**src/rtl/keypad_scan_pkg.sv**
```systemverilog
// Shared types for the keypad scanner: debounce states, matrix width and
// the frame decoder that turns 16 row samples into a single-key verdict.
package keypad_scan_pkg;

  localparam int KP_W    = 4;
  localparam int FRAME_W = KP_W * KP_W;

  typedef enum logic [1:0] {
    IDLE     = 2'd0,
    PRESS_DB = 2'd1,
    PRESSED  = 2'd2,
    REL_DB   = 2'd3
  } kstate_t;

  typedef struct packed {
    logic       hit;
    logic [3:0] code;
  } frame_res_t;

  // Bit index c*4+r of the frame is the key code {col, row}; a hit needs
  // exactly one low bit so ghosting and multi-press are rejected.
  function automatic frame_res_t frame_decode(input logic [FRAME_W-1:0] frame);
    frame_res_t r;
    logic [4:0] n;
    r = '0;
    n = '0;
    for (int i = 0; i < FRAME_W; i++) begin
      if (!frame[i]) begin
        n      = n + 5'd1;
        r.code = 4'(i);
      end
    end
    r.hit = (n == 5'd1);
    return r;
  endfunction

endpackage

```
**src/rtl/keypad_scan_if.sv**
```systemverilog
// Keypad pin and key-event bundle; master is the scanner, slave the board/consumer side.
interface keypad_scan_if;
  import keypad_scan_pkg::*;

  logic [KP_W-1:0] row_in;
  logic [KP_W-1:0] col_out;
  logic [3:0]      key_code;
  logic            key_valid;
  logic            key_held;

  modport master (input row_in, output col_out, output key_code,
                  output key_valid, output key_held);
  modport slave  (output row_in, input col_out, input key_code,
                  input key_valid, input key_held);
endinterface

```
**src/rtl/keypad_scan_sync2.sv**
```systemverilog
// Two-flop synchronizer, parameterized width and reset value.
module sync2 #(
  parameter int           W       = 1,
  parameter logic [W-1:0] RST_VAL = '0
) (
  input  logic         clk,
  input  logic         rst,
  input  logic [W-1:0] d,
  output logic [W-1:0] q
);
  logic [W-1:0] s1_q, s2_q;

  always_ff @(posedge clk or posedge rst) begin
    if (rst) begin
      s1_q <= RST_VAL;
      s2_q <= RST_VAL;
    end else begin
      s1_q <= d;
      s2_q <= s1_q;
    end
  end

  assign q = s2_q;
endmodule

```
**src/rtl/keypad_scan.sv**
```systemverilog
// 4x4 keypad scanner: column walk with prescaler, per-frame single-key
// detection and a press/release debounce FSM.
module keypad_scan
  import keypad_scan_pkg::*;
#(
  parameter int SCAN_DIV = 1000,
  parameter int DEBOUNCE = 4
) (
  input  logic          clk,
  input  logic          reset,
  keypad_scan_if.master kp
);
  localparam int DW = $clog2(SCAN_DIV);
  localparam int SW = $clog2(DEBOUNCE + 1);
  localparam logic [SW-1:0] DB_L = SW'(DEBOUNCE);

  logic [KP_W-1:0] row_s;

  sync2 #(.W(KP_W), .RST_VAL({KP_W{1'b1}})) u_sync (
    .clk (clk),
    .rst (reset),
    .d   (kp.row_in),
    .q   (row_s)
  );

  logic [DW-1:0]   div_cnt_q, div_cnt_d;
  logic [1:0]      col_q, col_d;
  logic [KP_W-1:0] col_out_q, col_out_d;
  logic [11:0]     frame_q, frame_d;
  kstate_t         state_q, state_d;
  logic [SW-1:0]   stab_q, stab_d;
  logic [3:0]      cand_q, cand_d;
  logic [3:0]      code_q, code_d;
  logic            valid_q, valid_d;

  logic          tc, frame_end, match_cand, match_held;
  logic [SW-1:0] stab_inc, stab_nx;
  frame_res_t    fd;

  always_comb begin
    tc        = (div_cnt_q == DW'(SCAN_DIV - 1));
    frame_end = tc && (col_q == 2'd3);
    div_cnt_d = tc ? '0 : div_cnt_q + 1'b1;
    col_d     = tc ? col_q + 2'd1 : col_q;
    col_out_d = tc ? ~(4'b0001 << col_d) : col_out_q;

    frame_d = frame_q;
    if (tc && col_q != 2'd3) frame_d[{col_q, 2'b00} +: 4] = row_s;
    // Column 3 is folded in straight from row_s on the evaluating edge.
    fd = frame_decode({row_s, frame_q});

    match_cand = fd.hit && (fd.code == cand_q);
    match_held = fd.hit && (fd.code == code_q);
    stab_inc   = stab_q + 1'b1;
    stab_nx    = '0;

    state_d = state_q;
    stab_d  = stab_q;
    cand_d  = cand_q;
    code_d  = code_q;
    valid_d = 1'b0;

    if (frame_end) begin
      unique case (state_q)
        IDLE, PRESS_DB: begin
          if (state_q == PRESS_DB && match_cand) stab_nx = stab_inc;
          else if (fd.hit)                       stab_nx = SW'(1);
          if (fd.hit) cand_d = fd.code;
          if (stab_nx == DB_L) begin
            state_d = PRESSED;
            stab_d  = '0;
            code_d  = fd.code;
            valid_d = 1'b1;
          end else if (stab_nx != '0) begin
            state_d = PRESS_DB;
            stab_d  = stab_nx;
          end else begin
            state_d = IDLE;
            stab_d  = '0;
          end
        end
        PRESSED, REL_DB: begin
          if (!match_held) stab_nx = (state_q == REL_DB) ? stab_inc : SW'(1);
          if (stab_nx == DB_L) begin
            state_d = IDLE;
            stab_d  = '0;
          end else if (stab_nx != '0) begin
            state_d = REL_DB;
            stab_d  = stab_nx;
          end else begin
            state_d = PRESSED;
            stab_d  = '0;
          end
        end
        default: state_d = IDLE;
      endcase
    end
  end

  always_ff @(posedge clk or posedge reset) begin
    if (reset) begin
      div_cnt_q <= '0;
      col_q     <= '0;
      col_out_q <= 4'b1110;
      frame_q   <= '0;
      state_q   <= IDLE;
      stab_q    <= '0;
      cand_q    <= '0;
      code_q    <= '0;
      valid_q   <= 1'b0;
    end else begin
      div_cnt_q <= div_cnt_d;
      col_q     <= col_d;
      col_out_q <= col_out_d;
      frame_q   <= frame_d;
      state_q   <= state_d;
      stab_q    <= stab_d;
      cand_q    <= cand_d;
      code_q    <= code_d;
      valid_q   <= valid_d;
    end
  end

  assign kp.col_out   = col_out_q;
  assign kp.key_code  = code_q;
  assign kp.key_valid = valid_q;
  assign kp.key_held  = (state_q == PRESSED) || (state_q == REL_DB);
endmodule
```
**src/flat_wrapper.sv**
```systemverilog
// flat-port wrapper written by rule: the top's interface ports become plain ports
module keypad_scan_flat import keypad_scan_pkg::*;
#(
  parameter int SCAN_DIV = 1000,
  parameter int DEBOUNCE = 4
)
  (clk, reset, kp_row_in, kp_col_out, kp_key_code, kp_key_valid, kp_key_held);
  keypad_scan_if kp_i ();
  input  logic clk;
  input  logic reset;
  input wire logic [$bits(kp_i.row_in)-1:0] kp_row_in;
  output wire logic [$bits(kp_i.col_out)-1:0] kp_col_out;
  output wire logic [$bits(kp_i.key_code)-1:0] kp_key_code;
  output wire logic [$bits(kp_i.key_valid)-1:0] kp_key_valid;
  output wire logic [$bits(kp_i.key_held)-1:0] kp_key_held;
  assign kp_i.row_in = kp_row_in;
  assign kp_col_out = kp_i.col_out;
  assign kp_key_code = kp_i.key_code;
  assign kp_key_valid = kp_i.key_valid;
  assign kp_key_held = kp_i.key_held;
  keypad_scan #(.SCAN_DIV(SCAN_DIV), .DEBOUNCE(DEBOUNCE)) u_core (.clk(clk), .reset(reset), .kp(kp_i));
endmodule
```
**config.mk**
```make
export PLATFORM = sky130hd
export DESIGN_NAME = keypad_scan_flat
export DESIGN_NICKNAME = d
export VERILOG_FILES = /design/src/rtl/keypad_scan_pkg.sv /design/src/rtl/keypad_scan_if.sv /design/src/rtl/keypad_scan_sync2.sv /design/src/rtl/keypad_scan.sv /design/src/flat_wrapper.sv
export SDC_FILE = /design/constraint.sdc
export NUM_CORES = 1
export LEC_CHECK = 0
export CORE_ASPECT_RATIO = 0.75
export CORE_UTILIZATION = 53
export DETAILED_ROUTE_END_ITERATION = 16
export PLACE_DENSITY = 0.71
export SYNTH_ARGS = -nofsm -noshare
export SYNTH_HDL_FRONTEND = slang
export SYNTH_HIERARCHICAL = 1
export SYNTH_SLANG_ARGS = --single-unit
```
**constraint.sdc**
```tcl
create_clock -name clk -period 22.7 [get_ports clk]
set_input_delay 5.675 -clock clk [delete_from_list [all_inputs] [get_ports clk]]
set_output_delay 5.675 -clock clk [all_outputs]
set_load 0.05 [all_outputs]
```
==> metrics.txt <==
# TYPE chip_impl_metric gauge
chip_impl_metric{name="rows",unit=""} 27
chip_impl_metric{name="finalHoldViolations",unit=""} 0
chip_impl_metric{name="die_y",unit="µm"} 78.16
chip_impl_info{name="worstSetupStartpoint",value="u_core/frame_q[0]$_DFFE_PP0P_"} 1
chip_impl_metric{name="worst_ep_arrival",unit="ns"} 11.07
chip_impl_info{name="kind_of_path_behind_the_tightest_hold_check",value="flop to flop"} 1
chip_impl_metric{name="tightestPinTransition",unit="ns"} 0.7092
chip_impl_metric{name="post_synth_instance_area",unit="µm²"} 4099
chip_impl_metric{name="count_of_vias_placed_by_the_detailed_router",unit=""} 3164
chip_impl_metric{name="post_cts.repair.setup_buffers",unit=""} 0
chip_impl_metric{name="fmax",unit="GHz"} 0.09191
chip_impl_info{name="critical_path.reg2reg.startpoint",value="u_core/frame_q[0]$_DFFE_PP0P_"} 1
chip_impl_metric{name="yosys.cell_types.count",unit=""} 70
chip_impl_metric{name="flow.area_growth_from_synthesis",unit="%"} 6.777
chip_impl_metric{name="final_net_count",unit=""} 489
chip_impl_metric{name="post_synth_xor_area_fraction",unit=""} 0.1749
chip_impl_metric{name="r2r_slack",unit="ns"} 11.82
chip_impl_info{name="synth_top_cells_by_area",value="sky130_fd_sc_hd__dfrtp_1, sky130_fd_sc_hd__dfstp_2, sky130_fd_sc_hd__xnor2_1"} 1
chip_impl_metric{name="core-area",unit="µm²"} 7398
chip_impl_metric{name="ff_latch_area",unit="µm²"} 1265
chip_impl_metric{name="drive_gt1_frac",unit=""} 0.09307
chip_impl_metric{name="share_comb_of_total_power",unit=""} 0.078
chip_impl_metric{name="cts-buffers-inserted",unit=""} 5
chip_impl_info{name="worstHoldStart",value="u_core/u_sync/s1_q[1]$_DFF_PP1_"} 1
chip_impl_info{name="synth.cells.most_frequent",value="sky130_fd_sc_hd__nand2_1, sky130_fd_sc_hd__dfrtp_1, sky130_fd_sc_hd__xnor2_1, sky130_fd_sc_hd__nor2_1"} 1
chip_impl_metric{name="period_needed",unit="ns"} 10.88
chip_impl_metric{name="setup_viol",unit=""} 0
chip_impl_info{name="cts-root-buf",value="sky130_fd_sc_hd__clkbuf_8"} 1
chip_impl_metric{name="syn_avg_cell_area",unit="µm²"} 8.950
chip_impl_info{name="cpMostUsedCell",value="sky130_fd_sc_hd__ha_1"} 1
chip_impl_metric{name="pin_count_of_the_biggest_net_entering_global_routing",unit=""} 43
chip_impl_metric{name="start_util",unit=""} 0.5540
chip_impl_metric{name="tritoncts_num_sinks",unit=""} 50
chip_impl_metric{name="ctsHtreeMaxLevel",unit=""} 2
chip_impl_metric{name="synthDominantCellAreaShare",unit=""} 0.2381
chip_impl_metric{name="power.net_switching",unit="µW"} 36.80
chip_impl_metric{name="grt_antenna_before_repair",unit=""} 0
chip_impl_metric{name="grtUsageTotal",unit=""} 0.2124
chip_impl_metric{name="switching_share",unit=""} 0.2391
chip_impl_metric{name="fp.dieW",unit="µm"} 103.5
chip_impl_info{name="synth_most_common_cell",value="sky130_fd_sc_hd__nand2_1"} 1
chip_impl_info{name="cell_with_the_largest_stage_delay_on_the_worst_path",value="sky130_fd_sc_hd__nor4b_4"} 1
chip_impl_info{name="startpoint_type",value="flop"} 1
chip_impl_metric{name="first_global_vias",unit=""} 3009
chip_impl_metric{name="clock_power_share",unit=""} 0.325
chip_impl_metric{name="routed_wl",unit="µm"} 7907
chip_impl_metric{name="relSlewSlack",unit=""} 0.5229
chip_impl_metric{name="first_pass_grt_wire_length",unit="µm"} 14030
chip_impl_metric{name="ys_seq_elements",unit=""} 50
chip_impl_metric{name="synth-compound-area-share",unit=""} 0.1459
chip_impl_metric{name="timing.final.max_slew_violations",unit=""} 0
chip_impl_metric{name="grt_overflow_total",unit=""} 0
chip_impl_metric{name="placement.setup.worst_slack",unit="ns"} 11.95
chip_impl_metric{name="synthMuxAreaShare",unit=""} 0.03846
chip_impl_metric{name="drtPass1Iterations",unit=""} 4
chip_impl_metric{name="skew",unit="ns"} 0.01505
chip_impl_metric{name="cts_resized",unit=""} 0
chip_impl_metric{name="worstSkewPairLatency",unit="ns"} 0.31
chip_impl_metric{name="diodes",unit=""} 0
chip_impl_metric{name="instance_area_after_placement",unit="µm²"} 4293
chip_impl_metric{name="synth-edff-count",unit=""} 0
chip_impl_metric{name="syn_nets",unit=""} 486
chip_impl_info{name="synth_top_family_by_area",value="simple AND/OR/NAND/NOR gates"} 1
chip_impl_metric{name="clk_pin_slew_worst_paths",unit="ns"} 0.10
chip_impl_metric{name="finish.utilization",unit=""} 0.5916
chip_impl_metric{name="ff2ff_path_depth",unit=""} 50
chip_impl_metric{name="seq_power_share",unit=""} 0.596
chip_impl_metric{name="postLayoutCellArea",unit="µm²"} 4377
chip_impl_metric{name="fin_crit_sh",unit=""} 0.4793
chip_impl_metric{name="power_density",unit="nW/µm²"} 35.17
chip_impl_metric{name="io_pins",unit=""} 16
chip_impl_metric{name="postLayoutSetupSlackWorst",unit="ns"} 11.82
chip_impl_metric{name="worst-endpoint-required",unit="ns"} 22.89
chip_impl_metric{name="post_synthesis_cell_count",unit=""} 458
chip_impl_info{name="critPathKind",value="flop to flop"} 1
chip_impl_metric{name="first_iter_violations",unit=""} 166
chip_impl_info{name="worst_setup_path_end_kind",value="flop"} 1
chip_impl_info{name="setup.worst_path.end",value="u_core/kp.key_code[0]$_DFFE_PP0P_"} 1
chip_impl_metric{name="sequential_area_share_after_synthesis",unit=""} 0.3086
chip_impl_metric{name="timing.critical_path.fanout_max",unit=""} 9
chip_impl_metric{name="avgViaCountPerCell",unit=""} 5.620
chip_impl_metric{name="internal-power",unit="µW"} 117.1
chip_impl_metric{name="cpPeakStageDelay",unit="ns"} 0.48
chip_impl_metric{name="leakage_power_total",unit="µW"} 0.001789
chip_impl_metric{name="dp_hpwl",unit="µm"} 5962
chip_impl_metric{name="dieArea",unit="µm²"} 8093
chip_impl_info{name="netlist.top_cell.by_area",value="sky130_fd_sc_hd__dfrtp_1"} 1
chip_impl_metric{name="drt.antenna.violating_nets",unit=""} 0
chip_impl_metric{name="multi_input_area",unit="µm²"} 2628
chip_impl_info{name="synth_top_flop_cell",value="sky130_fd_sc_hd__dfrtp_1"} 1
chip_impl_info{name="setup_repair_after_global_routing_missed_its_margin",value="no"} 1
chip_impl_metric{name="yosys.area_share.simple",unit=""} 0.2146
chip_impl_metric{name="max-cap-violations",unit=""} 0
chip_impl_metric{name="final.setup.tns",unit="ns"} 0
chip_impl_metric{name="gp_congestion",unit=""} 0.8654
chip_impl_metric{name="async_reset_ff_frac",unit=""} 1.000
chip_impl_metric{name="post_synth_fa_ha_maj_area_fraction",unit=""} 0.06716
chip_impl_metric{name="clockBufferDepth",unit=""} 2
chip_impl_info{name="run_status",value="completed"} 1
chip_impl_metric{name="io_buffer_count",unit=""} 15
chip_impl_metric{name="vdd_ir_drop_max",unit="µV"} 43.86
chip_impl_metric{name="wire_per_inst",unit="µm"} 14.04
chip_impl_metric{name="fillerInstances",unit=""} 645
chip_impl_info{name="cts_tree",value="built"} 1
chip_impl_metric{name="post-route-drc-count",unit=""} 0
chip_impl_metric{name="ys_warn_count",unit=""} 6
chip_impl_metric{name="holdBufCountCts",unit=""} 0
chip_impl_info{name="worstReg2RegEnd",value="u_core/kp.key_code[0]$_DFFE_PP0P_"} 1
metal layers:
metal	vias up	track usage	wire (µm)
li1	1610	-	-
met1	1481	0.3062	4069
met2	64	0.3356	3438
met3	9	0.02741	299
met4	0	0.05942	100
met5	-	0	0
sequential cells by signal (all words and copies together) (netlist names):
| name | cells |
|---|---|
| u_core/col_q | 2 |
| u_core/kp.key_valid | 1 |
| u_core/frame_q | 12 |
| u_core/div_cnt_q | 10 |
| u_core/u_sync/s1_q | 4 |
| u_core/kp.col_out | 4 |
| u_core/stab_q | 3 |
| u_core/state_q | 2 |
| u_core/kp.key_code | 4 |
| u_core/u_sync/q | 4 |
| u_core/cand_q | 4 |
worst min path at each step:
stage / cells past startpoint / slack, ns / endpoint
floorplan: 0 / 0.35 / u_core/u_sync/q[0]$_DFF_PP1_
global placement: 0 / 0.35 / u_core/u_sync/q[2]$_DFF_PP1_
detailed placement: 0 / 0.35 / u_core/u_sync/q[2]$_DFF_PP1_
CTS: 0 / 0.36 / u_core/u_sync/q[2]$_DFF_PP1_
global route: 0 / 0.36 / u_core/u_sync/q[3]$_DFF_PP1_
finish: 0 / 0.36 / u_core/u_sync/q[1]$_DFF_PP1_
cells by family (layout without fill, tap and decap cells):
family | count (synthesis) | in the layout
compound gates | 89 | 89
xor+xnor | 63 | 63
fa+ha+maj | 22 | 22
buf+inv | 50 | 54
flops | 50 | 50
mux | 14 | 14
simple gates | 170 | 170
cell usage in the layout, fill, tap and decap left out, types with 11 or more instances in the layout:
cell / instances
sky130_fd_sc_hd__nand3_1: 16
sky130_fd_sc_hd__nor2b_1: 17
sky130_fd_sc_hd__a21oi_1: 11
sky130_fd_sc_hd__nand2_1: 56
sky130_fd_sc_hd__xor2_1: 15
sky130_fd_sc_hd__xnor2_1: 33
sky130_fd_sc_hd__inv_1: 27
sky130_fd_sc_hd__nor2_1: 30
sky130_fd_sc_hd__dfrtp_1: 39
sky130_fd_sc_hd__clkdlybuf4s50_1: 15
sky130_fd_sc_hd__ha_1: 22
sky130_fd_sc_hd__dfstp_2: 11
sky130_fd_sc_hd__o21ai_0: 27
through the flow:
stage	hold slack, ns	cells	total power [µW]
6_report	0.3575	563	153.9
5_1_grt	0.3629	563	161.2
4_1_cts	0.3593	563	156.0
3_5_place_dp	0.3469	555	105.4
3_3_place_gp	0.3458	555	105.0
2_1_floorplan	0.3452	458	102.0
cell type report:
type / count / area share
clock inverter: 1 / 0.001715
sequential: 50 / 0.2890
multi-input combinational: 358 / 0.6003
tap: 101 / 0.02887
inverter: 29 / 0.02487
timing repair buffer: 17 / 0.03774
clock buffer: 7 / 0.01744
worst max-delay path: cells and delay by family, from the launching register on:
kind | cells | cell delay, ns
compound gates | 11 | 1.96
xor+xnor | 3 | 0.54
fa+ha+maj | 14 | 4.22
buf+inv | 2 | 0.15
flops | 1 | 0.39
mux | 3 | 0.91
simple gates | 17 | 2.57
power by group through the flow:
| stage | registers (µW) | logic [µW] | clock network [µW] |
|---|---|---|---|
| 2_1_floorplan | 92.2 | 9.84 | 0 |
| 5_1_grt | 91.9 | 13.7 | 55.6 |
| 3_5_place_dp | 93.4 | 12.0 | 0 |
| 3_3_place_gp | 93.4 | 11.6 | 0 |
| 6_report | 91.8 | 12.1 | 50.1 |
| 4_1_cts | 91.7 | 12.1 | 52.2 |
No activity file was read; power rests on OpenSTA's default activity.
